<file path="src/rtl/booth_pkg.sv">
// Shared types for the sequential radix-2 Booth multiplier: FSM states and
// the Booth step opcode decoded from the two low bits of the Q chain.
package booth_pkg;

    typedef enum logic [1:0] {
        IDLE = 2'd0,
        RUN  = 2'd1,
        DONE = 2'd2
    } state_t;

    typedef enum logic [1:0] {
        NOP = 2'd0,
        ADD = 2'd1,
        SUB = 2'd2
    } booth_op_t;

    // {Q[0], q_m1}: 01 adds M, 10 subtracts M, 00/11 leave A alone.
    function automatic booth_op_t decode_op(input logic q0, input logic q_m1);
        case ({q0, q_m1})
            2'b01:   return ADD;
            2'b10:   return SUB;
            default: return NOP;
        endcase
    endfunction

endpackage

</file>
<file path="src/rtl/booth_radix2_step.sv">
// One combinational radix-2 Booth step: conditional add/subtract of M into A,
// then arithmetic shift right of the {A, Q, q_m1} chain.
module booth_radix2_step
    import booth_pkg::*;
#(
    parameter int N = 9
) (
    input  logic [N-1:0] a,
    input  logic [N-1:0] q,
    input  logic         q_m1,
    input  logic [N-1:0] m,
    output logic [N-1:0] a_next,
    output logic [N-1:0] q_next,
    output logic         q_m1_next
);

    localparam logic [N-1:0] ONE = N'(1);

    booth_op_t    op;
    logic [N-1:0] sum;

    assign op = decode_op(q[0], q_m1);

    // Arithmetic is modulo 2^N; the carry out is intentionally dropped.
    always_comb begin
        sum = a;
        case (op)
            ADD:     sum = a + m;
            SUB:     sum = a + ~m + ONE;
            default: sum = a;
        endcase
    end

    genvar gi;
    generate
        for (gi = 0; gi < N - 1; gi++) begin : g_shift
            assign a_next[gi] = sum[gi+1];
            assign q_next[gi] = q[gi+1];
        end
    endgenerate

    assign a_next[N-1] = sum[N-1];
    assign q_next[N-1] = sum[0];
    assign q_m1_next   = q[0];

endmodule

</file>
<file path="src/rtl/booth_mult_seq.sv">
// Sequential radix-2 Booth multiplier: one Booth step per clock over N=WIDTH+1
// bit extended operands, giving exact signed or unsigned 2*WIDTH-bit products.
module booth_mult_seq
    import booth_pkg::*;
#(
    parameter int WIDTH = 8
) (
    input  logic               clk,
    input  logic               rst,
    input  logic               start,
    input  logic               signed_mode,
    input  logic [WIDTH-1:0]   multiplicand,
    input  logic [WIDTH-1:0]   multiplier,
    output logic               busy,
    output logic               done,
    output logic [2*WIDTH-1:0] product
);

    localparam int N  = WIDTH + 1;
    localparam int CW = $clog2(N + 1);

    localparam logic [CW-1:0] COUNT_INIT = CW'(N);
    localparam logic [CW-1:0] COUNT_ONE  = CW'(1);

    state_t           state_reg, state_next;
    logic [N-1:0]     a_reg, a_next;
    logic [N-1:0]     q_reg, q_next;
    logic             q_m1_reg, q_m1_next;
    logic [N-1:0]     m_reg, m_next;
    logic [CW-1:0]    count_reg, count_next;
    logic [2*WIDTH-1:0] product_reg, product_next;

    logic [N-1:0]     mc_ext, mp_ext;
    logic [N-1:0]     a_step, q_step;
    logic             q_m1_step;
    logic [2*N-1:0]   chain_step;

    // The extra top bit lets unsigned operands ride through signed Booth
    // arithmetic as non-negative values, so both modes are exact.
    assign mc_ext = {signed_mode & multiplicand[WIDTH-1], multiplicand};
    assign mp_ext = {signed_mode & multiplier[WIDTH-1], multiplier};

    booth_radix2_step #(
        .N (N)
    ) u_step (
        .a         (a_reg),
        .q         (q_reg),
        .q_m1      (q_m1_reg),
        .m         (m_reg),
        .a_next    (a_step),
        .q_next    (q_step),
        .q_m1_next (q_m1_step)
    );

    assign chain_step = {a_step, q_step};

    always_comb begin
        state_next   = state_reg;
        a_next       = a_reg;
        q_next       = q_reg;
        q_m1_next    = q_m1_reg;
        m_next       = m_reg;
        count_next   = count_reg;
        product_next = product_reg;

        case (state_reg)
            IDLE: begin
                if (start) begin
                    a_next     = '0;
                    q_next     = mp_ext;
                    q_m1_next  = 1'b0;
                    m_next     = mc_ext;
                    count_next = COUNT_INIT;
                    state_next = RUN;
                end
            end
            RUN: begin
                a_next     = a_step;
                q_next     = q_step;
                q_m1_next  = q_m1_step;
                count_next = count_reg - COUNT_ONE;
                if (count_reg == COUNT_ONE) begin
                    product_next = chain_step[2*WIDTH-1:0];
                    state_next   = DONE;
                end
            end
            DONE: begin
                state_next = IDLE;
            end
            default: begin
                state_next = IDLE;
            end
        endcase
    end

    always_ff @(posedge clk) begin
        if (rst) begin
            state_reg   <= IDLE;
            a_reg       <= '0;
            q_reg       <= '0;
            q_m1_reg    <= 1'b0;
            m_reg       <= '0;
            count_reg   <= '0;
            product_reg <= '0;
        end else begin
            state_reg   <= state_next;
            a_reg       <= a_next;
            q_reg       <= q_next;
            q_m1_reg    <= q_m1_next;
            m_reg       <= m_next;
            count_reg   <= count_next;
            product_reg <= product_next;
        end
    end

    assign busy    = (state_reg == RUN);
    assign done    = (state_reg == DONE);
    assign product = product_reg;

endmodule

</file>
<file path="config.mk">
export PLATFORM = sky130hd
export DESIGN_NAME = booth_mult_seq
export DESIGN_NICKNAME = d
export VERILOG_FILES = /design/src/rtl/booth_pkg.sv /design/src/rtl/booth_radix2_step.sv /design/src/rtl/booth_mult_seq.sv
export SDC_FILE = /design/constraint.sdc
export NUM_CORES = 1
export LEC_CHECK = 0
export ABC_AREA = 1
export CORE_ASPECT_RATIO = 1.75
export CORE_MARGIN = 2
export CORE_UTILIZATION = 40
export CTS_CLUSTER_DIAMETER = 60
export DETAILED_ROUTE_END_ITERATION = 10
export GPL_TIMING_DRIVEN = 0
export HOLD_SLACK_MARGIN = 0.12
export SETUP_SLACK_MARGIN = 0.4
export SYNTH_ARGS = -nofsm -noshare
export SYNTH_HDL_FRONTEND = slang
export SYNTH_SLANG_ARGS = --single-unit
export TNS_END_PERCENT = 100
</file>
<file path="constraint.sdc">
create_clock -name clk -period 3.1 [get_ports clk]
set_input_delay 0.93 -clock clk [delete_from_list [all_inputs] [get_ports clk]]
set_output_delay 0.93 -clock clk [all_outputs]
set_load 0.02 [all_outputs]
</file>
==> results.md <==
STA:
- The final number of hold-violating endpoints is 0.
- For the finished layout, the period the worst path requires is 2.43 ns.
- In the finished design, the share of the clock period the worst path needs comes to 0.784.
- On the final layout, the worst clock skew is 0.00545 ns.
- Setup total negative slack on the finished layout was measured at 0 ns.
- Setup violations remaining at the end of the flow were counted as 0.
- The final-report max-slew violation count is 0.
- The remaining max-slew budget at the tightest pin is 0.608.
- The slew at the pin closest to its max-slew limit is 0.582 ns.
- Timing would allow up to 411 MHz.
- Setup repair after global routing left no endpoint under its margin.

Place:
- The post-DP HPWL is 6220 um.
- Buffers placed on the I/O ports in this run total 36.
- The congestion estimate from routability-driven global placement came to 0.802.
- Once placement finished, the instance area stood at roughly 3300 um2.

Clock tree:
- TritonCTS built the clock tree.
- The tree is rooted in a sky130_fd_sc_hd__clkbuf_16.
- The count of hold-fix buffers inserted at cts is 0.
- The worst-case clock buffer depth is 2.
- The number of buffers added by the clock tree synthesis step is 5.
- The clock sink count is 49.
- For the worst-skew pair, the clock arrives at the later sink with an insertion delay of 0.29 ns.
- The number of H-tree levels is 2.
- Clock-pin slew was measured on the worst setup and hold paths at 0.06 ns.

Power and ir drop:
- For this design the static power due to leakage is 1.60 nW.
- The switching power is around 470 uW.
- The internal cell power is 1.20 mW.
- For this design the ratio of total power to cell area is around 470 nW/um2.
- The switching part of the total power is 0.281.
- The proportion of power drawn by combinational gates is 0.206.
- The sequential cell fraction of total power is 0.413.
- The clock share of power is 0.381.
- The maximum vdd ir drop is 548 uV.

Detailed routing:
- The final routed wire length divided by cell count is 14.3 um.
- The number of search-and-repair iterations in the first detailed-routing pass is 4.
- The total DRC errors in the routed layout is 0.
- The number of DRC markers after the initial detailed-route iteration is around 150.
- The routed layout has 2,758 vias.
- The total wire length is 7830 um.
- The detail route stage leaves a number of antenna-violating nets equal to 0.
- The via count normalized by instance count is 5.02.

Floorplanning:
- The area of the die is ~7900 um2.
- The floorplan die width is a little under 70 um.
- The total I/O pin count is 38.
- For this configuration, the core starts out at a cell density of 0.407.
- Measured along the y axis, the die boundary spans 116 um.
- The initialized floorplan defines 41 standard-cell rows.
- The total core area is 7080 um2.

Finish:
- The number of antenna diodes in the final layout is 0.
- The area of the multi-input gates is about 1600 um2.
- The storage element area is 981 um2.
- Compared with the post-synthesis result, the final layout area differs by 22.2%.
- The finished cells cover 3520 um2.
- The share of cells above drive strength 1 is 0.0670.
- The commonest non-fill, non-tap cell in the layout is sky130_fd_sc_hd__nand2_1.
- The net count of the finished layout is 504.
- The register with the most flip-flops in the layout has 16 of them.
- The number of fillers in the final layout is 733.
- The library cells used most frequently in the layout, excluding fill and tap cells, are sky130_fd_sc_hd__nand2_1 (119), sky130_fd_sc_hd__inv_1 (52), sky130_fd_sc_hd__dfxtp_1 (49), sky130_fd_sc_hd__nand3_1 (44), sky130_fd_sc_hd__clkdlybuf4s50_1 (35).
- The share of the core filled with cells is 0.497.

Logic synthesis:
- The flip-flop cell with the highest count after synthesis is sky130_fd_sc_hd__dfxtp_1.
- The number of enable flip-flop cells after synthesis is 0.
- For this run, the register share of the synthesized area comes to 0.341.
- The share of synthesized area in the top cell type comes to 0.341.
- For this run, the number of Yosys warnings is 0.
- The cell count after synthesis came out at 419.
- The leading area contributor after synthesis is sky130_fd_sc_hd__dfxtp_1.
- A synthesized cell averages slightly below 7 um2.
- Synthesis inferred ~50 register bits.
- Synthesis instantiated 37 different standard cells from the library.
- The share of flip-flops with an asynchronous set or reset after synthesis is 0.
- The number of nets in the synthesized netlist is 461.
- In this run the cell area of the synthesized design comes to 2880 um2.
- By area the synthesized netlist is led by sky130_fd_sc_hd__dfxtp_1 (34%), sky130_fd_sc_hd__nand2_1 (16%), sky130_fd_sc_hd__ha_1 (8.7%).

GRT:
- The total global routing track utilization is 0.213.
- The number of antenna violations at the first check in global routing was 0.
- The total congestion overflow after global routing is 0.
- The first global-routing pass estimated roughly 12,000 um of wire.
- Entering global routing, the biggest net connects 15 pins.
- The via count of the first global-routing pass is 2,667.

Critical path:
- The critical path startpoint category is a flip-flop.
- In this run the worst path has a maximum fanout of 10.
- The signal on the critical path passes through nand2_2, inv_2, buf_6, dlygate4sd2_1.
- The worst path required time is 2.17 ns.
- The signal arrival time at the worst endpoint is 1.50 ns.
- By startpoint and endpoint, the worst setup path is classified as reg2out.
- The longest individual stage delay on the worst path is 0.41 ns.
- STA classifies the critical path endpoint as an output pin.
- The largest individual stage delay along the critical path comes from the cell sky130_fd_sc_hd__dfxtp_1.

Min path:
- The tightest min-delay check is of the reg2reg type.

Job:
- Max-cap violations in this run came to 0.

Status:
- The flow ran to the end, and the final reports show no timing, DRC or antenna violations.
worst max-delay path, delay by kind of cell, from the launching register on:
family	cells	cell delay (ns)
buffers and inverters	3	0.68
DFF	1	0.41
and+or+nand+nor	1	0.11
Yosys cell counts, drive strengths merged, types with 2 or more instances:
master and n:
inv 54, or2 5, a21oi 30, nand4 3, fa 2, nand2 121, dfxtp 49, nand3 44
clkbuf 5, o21ai 26, a31oi 6, o211ai 2, a221oi 2, ha 20, buf 12, nor2 28
repair_timing:
item | 4_1_cts | 5_1_grt
gates resized for setup | 1 | 0
setup buffers | 0 | 0
endpoints found under the setup margin | 1 | 0
power groups by stage:
| stage | Clock (mW) | Sequential [mW] | Combinational, mW |
|---|---|---|---|
| floorplan | 0 | 0.700 | 0.234 |
| CTS | 0.648 | 0.687 | 0.346 |
| global placement | 0 | 0.700 | 0.341 |
| detailed placement | 0 | 0.701 | 0.346 |
| global route | 0.664 | 0.690 | 0.385 |
| finish | 0.635 | 0.687 | 0.342 |
path summary, 6_finish.rpt:
kind / slack, ns / cells after the start / end / startpoint
max: 0.67 / 4 / busy / state_reg[0]$_SDFFE_PP0P_
min: 0.46 / 2 / product[7]$_SDFFE_PP0P_ / q_reg[8]$_SDFFE_PP0P_
max reg2reg: 1.03 / 13 / a_reg[7]$_SDFFE_PP0P_ / a_reg[0]$_SDFFE_PP0P_
min reg2reg: 0.46 / 2 / product[7]$_SDFFE_PP0P_ / q_reg[8]$_SDFFE_PP0P_
stage by stage:
stage               hold WS (ns)  worst slack [ns]  total power [mW]  std cells
CTS                        0.460             0.657              1.68        549
global placement           0.457             0.653              1.04        541
detailed placement         0.457             0.657              1.05        541
floorplan                  0.438              1.31             0.934        419
finish                     0.461             0.669              1.66        549
global route               0.477             0.610              1.74        549
final cells by class:
class                           instances  area share
Multi-Input combinational cell        299       0.452
Sequential cell                        49       0.279
Timing Repair Buffer                   36       0.102
Inverter                               54      0.0576
Clock buffer                            7      0.0405
Tap cell                               86      0.0306
Buffer                                 17      0.0299
Clock inverter                          1     0.00853
cells by family (layout without fill, tap and decap cells):
| kind of cell | after synthesis | count (layout) | synth area share |
|---|---|---|---|
| AOI/OAI and AO/OA | 71 | 71 | 0.136 |
| and+or+nand+nor | 205 | 205 | 0.313 |
| xor gates and xnor gates | 1 | 1 | 0.00304 |
| DFF | 49 | 49 | 0.341 |
| buffers and inverters | 71 | 115 | 0.107 |
| adders and majority gates | 22 | 22 | 0.101 |
per-layer routing:
metal	track usage	routed length [um]	vias up
li1	-	-	1442
met1	0.212	3000	1256
met2	0.423	4440	47
met3	0.0289	202	13
met4	0.0813	180	0
met5	0	0	-
Power figures use the tool's default switching activity.
